<file path="config.mk">
export PLATFORM = sky130hd
export DESIGN_NAME = usb_tx_fifo
export DESIGN_NICKNAME = d
export VERILOG_FILES = /design/src/rtl/usb_fifo_pkg.sv /design/src/rtl/usb_tx_fifo_mem.sv /design/src/rtl/usb_tx_fifo.sv
export SDC_FILE = /design/constraint.sdc
export NUM_CORES = 1
export LEC_CHECK = 0
export BUFFER_PORTS_ARGS = -buffer_cell sky130_fd_sc_hd__buf_2
export CAP_MARGIN = 15
export CELL_PAD_IN_SITES_DETAIL_PLACEMENT = 0
export CELL_PAD_IN_SITES_GLOBAL_PLACEMENT = 1
export CORE_UTILIZATION = 50
export CTS_CLUSTER_DIAMETER = 40
export CTS_CLUSTER_SIZE = 40
export DETAILED_ROUTE_END_ITERATION = 8
export PLACE_DENSITY = 0.85
export RECOVER_POWER = 100
export SLEW_MARGIN = 20
export SYNTH_ARGS = -nofsm -noshare
export SYNTH_HDL_FRONTEND = slang
export SYNTH_SLANG_ARGS = --single-unit
</file>
<file path="constraint.sdc">
create_clock -name usbClk -period 4.6 [get_ports usbClk]
set_clock_uncertainty 0.15 [all_clocks]
set_input_delay 0.69 -clock usbClk [delete_from_list [all_inputs] [get_ports usbClk]]
set_output_delay 0.69 -clock usbClk [all_outputs]
set_load 0.05 [all_outputs]
</file>
<file path="src/rtl/usb_fifo_pkg.sv">
// usb_fifo_pkg: register map and status layout shared by the USB TX and RX FIFOs.
// Contents:
//   ADDR_*        bus register addresses (data, count MSB/LSB, force-empty, status)
//   STAT_*        bit positions inside the status register
//   statusByte()  packs the status flags into the bus read byte
package usb_fifo_pkg;

    localparam logic [2:0] ADDR_DATA        = 3'd0;
    localparam logic [2:0] ADDR_CNT_MSB     = 3'd2;
    localparam logic [2:0] ADDR_CNT_LSB     = 3'd3;
    localparam logic [2:0] ADDR_FORCE_EMPTY = 3'd4;
    localparam logic [2:0] ADDR_STATUS      = 3'd5;

    localparam int STAT_EMPTY    = 0;
    localparam int STAT_FULL     = 1;
    localparam int STAT_OVERFLOW = 2;

    function automatic logic [7:0] statusByte(input logic overflow, input logic full, input logic empty);
        logic [7:0] s;
        s = 8'h00;
        s[STAT_OVERFLOW] = overflow;
        s[STAT_FULL]     = full;
        s[STAT_EMPTY]    = empty;
        return s;
    endfunction

endpackage

</file>
<file path="src/rtl/usb_tx_fifo_mem.sv">
// usb_tx_fifo_mem: DEPTH x 8 storage with synchronous write and a registered read port.
// Ports:
//   usbClk, rstN      clock, asynchronous active-low reset (clears only the read register)
//   wrEn/wrAddr/wrData  write one byte at the rising edge
//   rdEn/rdAddr         load rdData from rdAddr at the rising edge; rdData holds otherwise
//   rdData              registered read data
module usb_tx_fifo_mem #(
    parameter int DEPTH      = 64,
    parameter int ADDR_WIDTH = 6
) (
    input  logic                  usbClk,
    input  logic                  rstN,
    input  logic                  wrEn,
    input  logic [ADDR_WIDTH-1:0] wrAddr,
    input  logic [7:0]            wrData,
    input  logic                  rdEn,
    input  logic [ADDR_WIDTH-1:0] rdAddr,
    output logic [7:0]            rdData
);

    logic [7:0] mem [DEPTH];

    // Storage needs no reset: contents are only visible through valid pointers.
    always_ff @(posedge usbClk) begin
        if (wrEn) mem[wrAddr] <= wrData;
    end

    always_ff @(posedge usbClk or negedge rstN) begin
        if (!rstN)     rdData <= 8'h00;
        else if (rdEn) rdData <= mem[rdAddr];
    end

endmodule

</file>
<file path="src/rtl/usb_tx_fifo.sv">
// usb_tx_fifo: USB slave transmit FIFO with its bus register interface (single clock usbClk).
// Ports:
//   usbClk, rstN                   clock, asynchronous active-low reset
//   busAddress/busWriteEn          register select and access direction
//   busStrobe_i/busFifoSelect      access strobe and FIFO select; only the first strobed cycle acts
//   busDataIn/busDataOut           bus write data, combinational bus read data
//   fifoREn/fifoDataOut            TX engine pop request, popped byte (one cycle later)
//   fifoEmpty/fifoFull             occupancy flags
//   numElementsInFifo              occupancy, zero-extended to 16 bits
// Build option: define TX_FIFO_OVERFLOW_FLAG_EN for a sticky overflow bit in the status register.
module usb_tx_fifo
    import usb_fifo_pkg::*;
#(
    parameter int FIFO_DEPTH = 64,
    parameter int ADDR_WIDTH = 6
) (
    input  logic        usbClk,
    input  logic        rstN,
    input  logic [2:0]  busAddress,
    input  logic        busWriteEn,
    input  logic        busStrobe_i,
    input  logic        busFifoSelect,
    input  logic [7:0]  busDataIn,
    output logic [7:0]  busDataOut,
    input  logic        fifoREn,
    output logic [7:0]  fifoDataOut,
    output logic        fifoEmpty,
    output logic        fifoFull,
    output logic [15:0] numElementsInFifo
);

    localparam logic [ADDR_WIDTH:0]   FULL_COUNT = (ADDR_WIDTH + 1)'(FIFO_DEPTH);
    localparam logic [ADDR_WIDTH:0]   CNT_ONE    = 1;
    localparam logic [ADDR_WIDTH-1:0] PTR_ONE    = 1;

    logic                  accessPrev;
    logic                  accessEdge;
    logic                  wrEdge;
    logic                  push;
    logic                  pop;
    logic                  forceEmpty;
    logic                  dataWriteWhileFull;
    logic                  overflow;
    logic [ADDR_WIDTH:0]   count;
    logic [ADDR_WIDTH-1:0] wrPtr;
    logic [ADDR_WIDTH-1:0] rdPtr;

    // A held strobe is one access: act only on the cycle the strobe rises.
    always_comb begin
        accessEdge         = busStrobe_i & busFifoSelect & ~accessPrev;
        wrEdge             = accessEdge & busWriteEn;
        forceEmpty         = wrEdge && busAddress == ADDR_FORCE_EMPTY;
        dataWriteWhileFull = wrEdge && busAddress == ADDR_DATA && fifoFull;
        push               = wrEdge && busAddress == ADDR_DATA && !fifoFull;
        pop                = fifoREn & ~fifoEmpty & ~forceEmpty;
    end

    always_comb begin
        fifoEmpty         = count == '0;
        fifoFull          = count == FULL_COUNT;
        numElementsInFifo = 16'(count);
        busDataOut        = busAddress == ADDR_CNT_MSB ? numElementsInFifo[15:8] :
                            busAddress == ADDR_CNT_LSB ? numElementsInFifo[7:0]  :
                            busAddress == ADDR_STATUS  ? statusByte(overflow, fifoFull, fifoEmpty) :
                            8'h00;
    end

    always_ff @(posedge usbClk or negedge rstN) begin
        if (!rstN) begin
            accessPrev <= 1'b0;
            wrPtr      <= '0;
            rdPtr      <= '0;
            count      <= '0;
        end else begin
            accessPrev <= busStrobe_i & busFifoSelect;
            if (forceEmpty) begin
                wrPtr <= '0;
                rdPtr <= '0;
                count <= '0;
            end else begin
                if (push) wrPtr <= wrPtr + PTR_ONE;
                if (pop)  rdPtr <= rdPtr + PTR_ONE;
                count <= count + (push ? CNT_ONE : '0) - (pop ? CNT_ONE : '0);
            end
        end
    end

`ifdef TX_FIFO_OVERFLOW_FLAG_EN
    always_ff @(posedge usbClk or negedge rstN) begin
        if (!rstN)                   overflow <= 1'b0;
        else if (forceEmpty)         overflow <= 1'b0;
        else if (dataWriteWhileFull) overflow <= 1'b1;
    end
`else
    assign overflow = 1'b0;
`endif

    usb_tx_fifo_mem #(
        .DEPTH      (FIFO_DEPTH),
        .ADDR_WIDTH (ADDR_WIDTH)
    ) mem (
        .usbClk (usbClk),
        .rstN   (rstN),
        .wrEn   (push),
        .wrAddr (wrPtr),
        .wrData (busDataIn),
        .rdEn   (pop),
        .rdAddr (rdPtr),
        .rdData (fifoDataOut)
    );

endmodule

</file>
==> flow_metrics.tcl <==
set metrics [dict create \
    final_cell_mix "512 x edfxtp_1, 88 x mux4_2, 85 x nor2_1" \
    fin_crit_sh_pct 84.7 \
    fillers 3110 \
    drv_cap 12 \
    rows 75 \
    endpoint_kind "flip-flop" \
    grt_pass1_vias 11300 \
    clkTransAtPathRegs_ns 0.07 \
    vdd_drop_max_uv 332 \
    yosysWarnings 0 \
    multi_input_area_um2 5010 \
    p_per_area_nw_per_um2 579 \
    dieWidth_um 209 \
    drt_iter0_drc 1133 \
    grt_setup_unrepaired "no" \
    p_int_uw 9630 \
    grt_overflow_total 0 \
    syn_area_um2 21500 \
    cts_buffers 59 \
    gp_congestion 0.832 \
    drt-pass1-iter-count 6 \
    grt_pass1_wl_mm 69.7 \
    fmax_ghz 0.257 \
    antenna_found_initial 1 \
    cts-hold-fix-buffers 1 \
    fin_ws_ns 0.704 \
    critPathKind "flip-flop to flip-flop" \
    critPathMaxFanout 7 \
    syn2layout_area_growth_pct 12.9 \
    cts_resized 0 \
    antenna_left 0 \
    worst_pin_slew_ns 3.15 \
    dp_hpwl_mm 27.9 \
    final_common_cell "edfxtp_1" \
    grtUsageTotal_pct 21.6 \
    initial_core_util_pct 50.9 \
    synth_edf_count 512 \
    yosys.cell_types.count 46 \
    cts_tree "yes" \
    cts_setup_buffers 0 \
    insertion_delay_ns 0.62 \
    required_ns 4.90 \
    avgSynthCellArea_um2 18.4 \
    setup_violations 0 \
    hold_viol 0 \
    die_y_um 209 \
    port_buffers 40 \
    via_per_inst 6.02 \
    finalMaxSlewViolations 531 \
    synthCells 1165 \
    core_um2 42100 \
    status "complete, but fails checks" \
    htreeDepth 2 \
    power_frac_clock_pct 34.0 \
    max-slew-margin-rel_pct -110 \
    grt_max_degree 65 \
    switching_share_pct 31.4 \
    power.switching_uw 4400 \
    routedWlPerCell_um 25.0 \
    violations "max-capacitance violations, max-slew violations" \
    p_comb_share_pct 24.4 \
    antenna_cells 0 \
    fin_crit_ns 3.90 \
    dp.cells 1726 \
    vias 11100 \
    nets 1278 \
    fp.dieArea_um2 43800 \
    clockBufferDepth 3 \
    ys_async_sr_fraction_pct 5.19 \
    fin_cells 1839 \
    yosys_register_bits 540 \
    tns_ns 0 \
    pre_cts_slack_ns 0.593 \
    cts_sinks 540 \
    cp-start-kind "flip-flop" \
    ios 51 \
    ys_seq_area_share_pct 74.9 \
    rrSetupSlack_ns 0.70 \
    layout-drive-gt1-share_pct 17.2 \
    seqPwrFrac_pct 41.6 \
    clk_root_buffer_cell "clkbuf_16" \
    hold_path.class "primary input to flip-flop" \
    synthFlopType "edfxtp_1" \
    wirelength_mm 46.0 \
    drcViolationCount 0 \
    register_area_um2 16100 \
    p_leak_uw 0.00792 \
    crit_arrival_ns 4.20 \
]
[flip-flops by register name, indices dropped and copies added, names as in the netlist]
register and cells:
wrPtr 6, mem.mem 512, count 7, mem.rdData 8
rdPtr 6, accessPrev 1
[area by class of cell]
cell class	instances	share of cell area [%]
flip-flops and latches	540	66.3
multi-input cells	546	20.7
clock buffers	63	6.24
well taps	539	2.78
clock inverters	49	2.08
repair buffers	88	1.67
inverters	14	0.217
[per-layer routing]
| layer | GRT usage, % | routed length, µm |
|---|---|---|
| met1 | 30.4 | 18800 |
| met2 | 34.2 | 22000 |
| met3 | 4.15 | 3930 |
| met4 | 7.00 | 1210 |
| met5 | 0 | 0 |
[kinds of logic (layout without fill, tap and decap cells)]
group           count (synthesis)  after routing  share of synthesized area, %
flops                         540            540                          74.9
simple gates                  216            216                          4.68
mux                           170            170                          13.1
compound gates                126            126                          4.24
buf+inv                        88            214                          1.89
fa+ha+maj                      12             12                         0.734
xor+xnor                       12             12                         0.490
other cells                     1             10                        0.0175
[metrics by stage]
stage / area (µm²) / utilization, % / hold WS [ns] / power (µW)
after floorplan: 21500 / - / 0.244 / 8420
after global placement: 22400 / 53.2 / 0.369 / 9310
after detailed placement: 22400 / 53.2 / 0.397 / 9370
after CTS: 24400 / 58.0 / 0.193 / 14100
after global routing: 24200 / 57.5 / 0.226 / 14500
final: 24200 / 57.5 / 0.206 / 14000
[Yosys cell counts, types with 2 or more instances]
cell type | count | share of area (%)
o21ai_0 | 14 | 0.33
nor2_1 | 86 | 1.5
nor4_1 | 2 | 0.058
nand2b_1 | 3 | 0.087
or2_2 | 2 | 0.058
dfrtp_1 | 28 | 3.3
nand2_1 | 49 | 0.86
xnor2_1 | 3 | 0.12
a31oi_1 | 24 | 0.70
nand3_1 | 20 | 0.47
ha_1 | 11 | 0.64
and2_1 | 6 | 0.17
a211oi_1 | 15 | 0.52
buf_1 | 16 | 0.28
edfxtp_1 | 512 | 72
nand3b_1 | 5 | 0.17
mux2i_1 | 82 | 3.8
a21oi_1 | 6 | 0.14
inv_1 | 14 | 0.24
xor2_1 | 9 | 0.37
a22o_1 | 18 | 0.73
buf_4 | 12 | 0.42
a22oi_1 | 23 | 0.80
nor3b_1 | 2 | 0.070
o22ai_1 | 14 | 0.41
buf_2 | 24 | 0.56
or3_1 | 3 | 0.087
mux4_2 | 88 | 9.2
nor3_1 | 12 | 0.28
clkbuf_1 | 22 | 0.38
nor2b_1 | 18 | 0.52
nand4_1 | 2 | 0.058
a32o_1 | 7 | 0.33
[path summary, 6_finish.rpt]
kind | from | depth (start not counted) | to
worst min register to register | mem.rdData[3]$_DFFE_PN0P_ | 1 | mem.rdData[3]$_DFFE_PN0P_
min in group asynchronous | rstN | 2 | accessPrev$_DFF_PN0_
worst max-delay path | count[5]$_DFF_PN0_ | 19 | count[6]$_DFF_PN0_
max in group asynchronous | rstN | 2 | rdPtr[0]$_DFFE_PN0P_
worst max register to register | count[5]$_DFF_PN0_ | 19 | count[6]$_DFF_PN0_
worst min-delay path | busFifoSelect | 3 | accessPrev$_DFF_PN0_
[worst max-delay path, stage by stage, from the launching register on]
cell and delay, ns:
dfrtp_1 0.39, inv_1 0.10, ha_1 0.20, and4bb_1 0.26, nor2b_1 0.17, nor2b_1 0.17, clkbuf_1 0.36, nand2_1 0.14
inv_1 0.08, ha_1 0.23, inv_1 0.06, ha_1 0.15, inv_1 0.06, fa_1 0.41, nand2b_1 0.16, a21oi_1 0.17
o21ai_0 0.11, a21oi_1 0.18, or3_1 0.13, a21oi_1 0.05
[power groups by stage]
stage | combinational [µW] | clock [µW] | sequential, µW
6_report | 3430 | 4760 | 5840
4_1_cts | 3450 | 4830 | 5840
3_3_place_gp | 3380 | 0 | 5930
2_1_floorplan | 2530 | 0 | 5890
5_1_grt | 3660 | 5010 | 5870
3_5_place_dp | 3430 | 0 | 5940
Power figures use the tool's default switching activity.
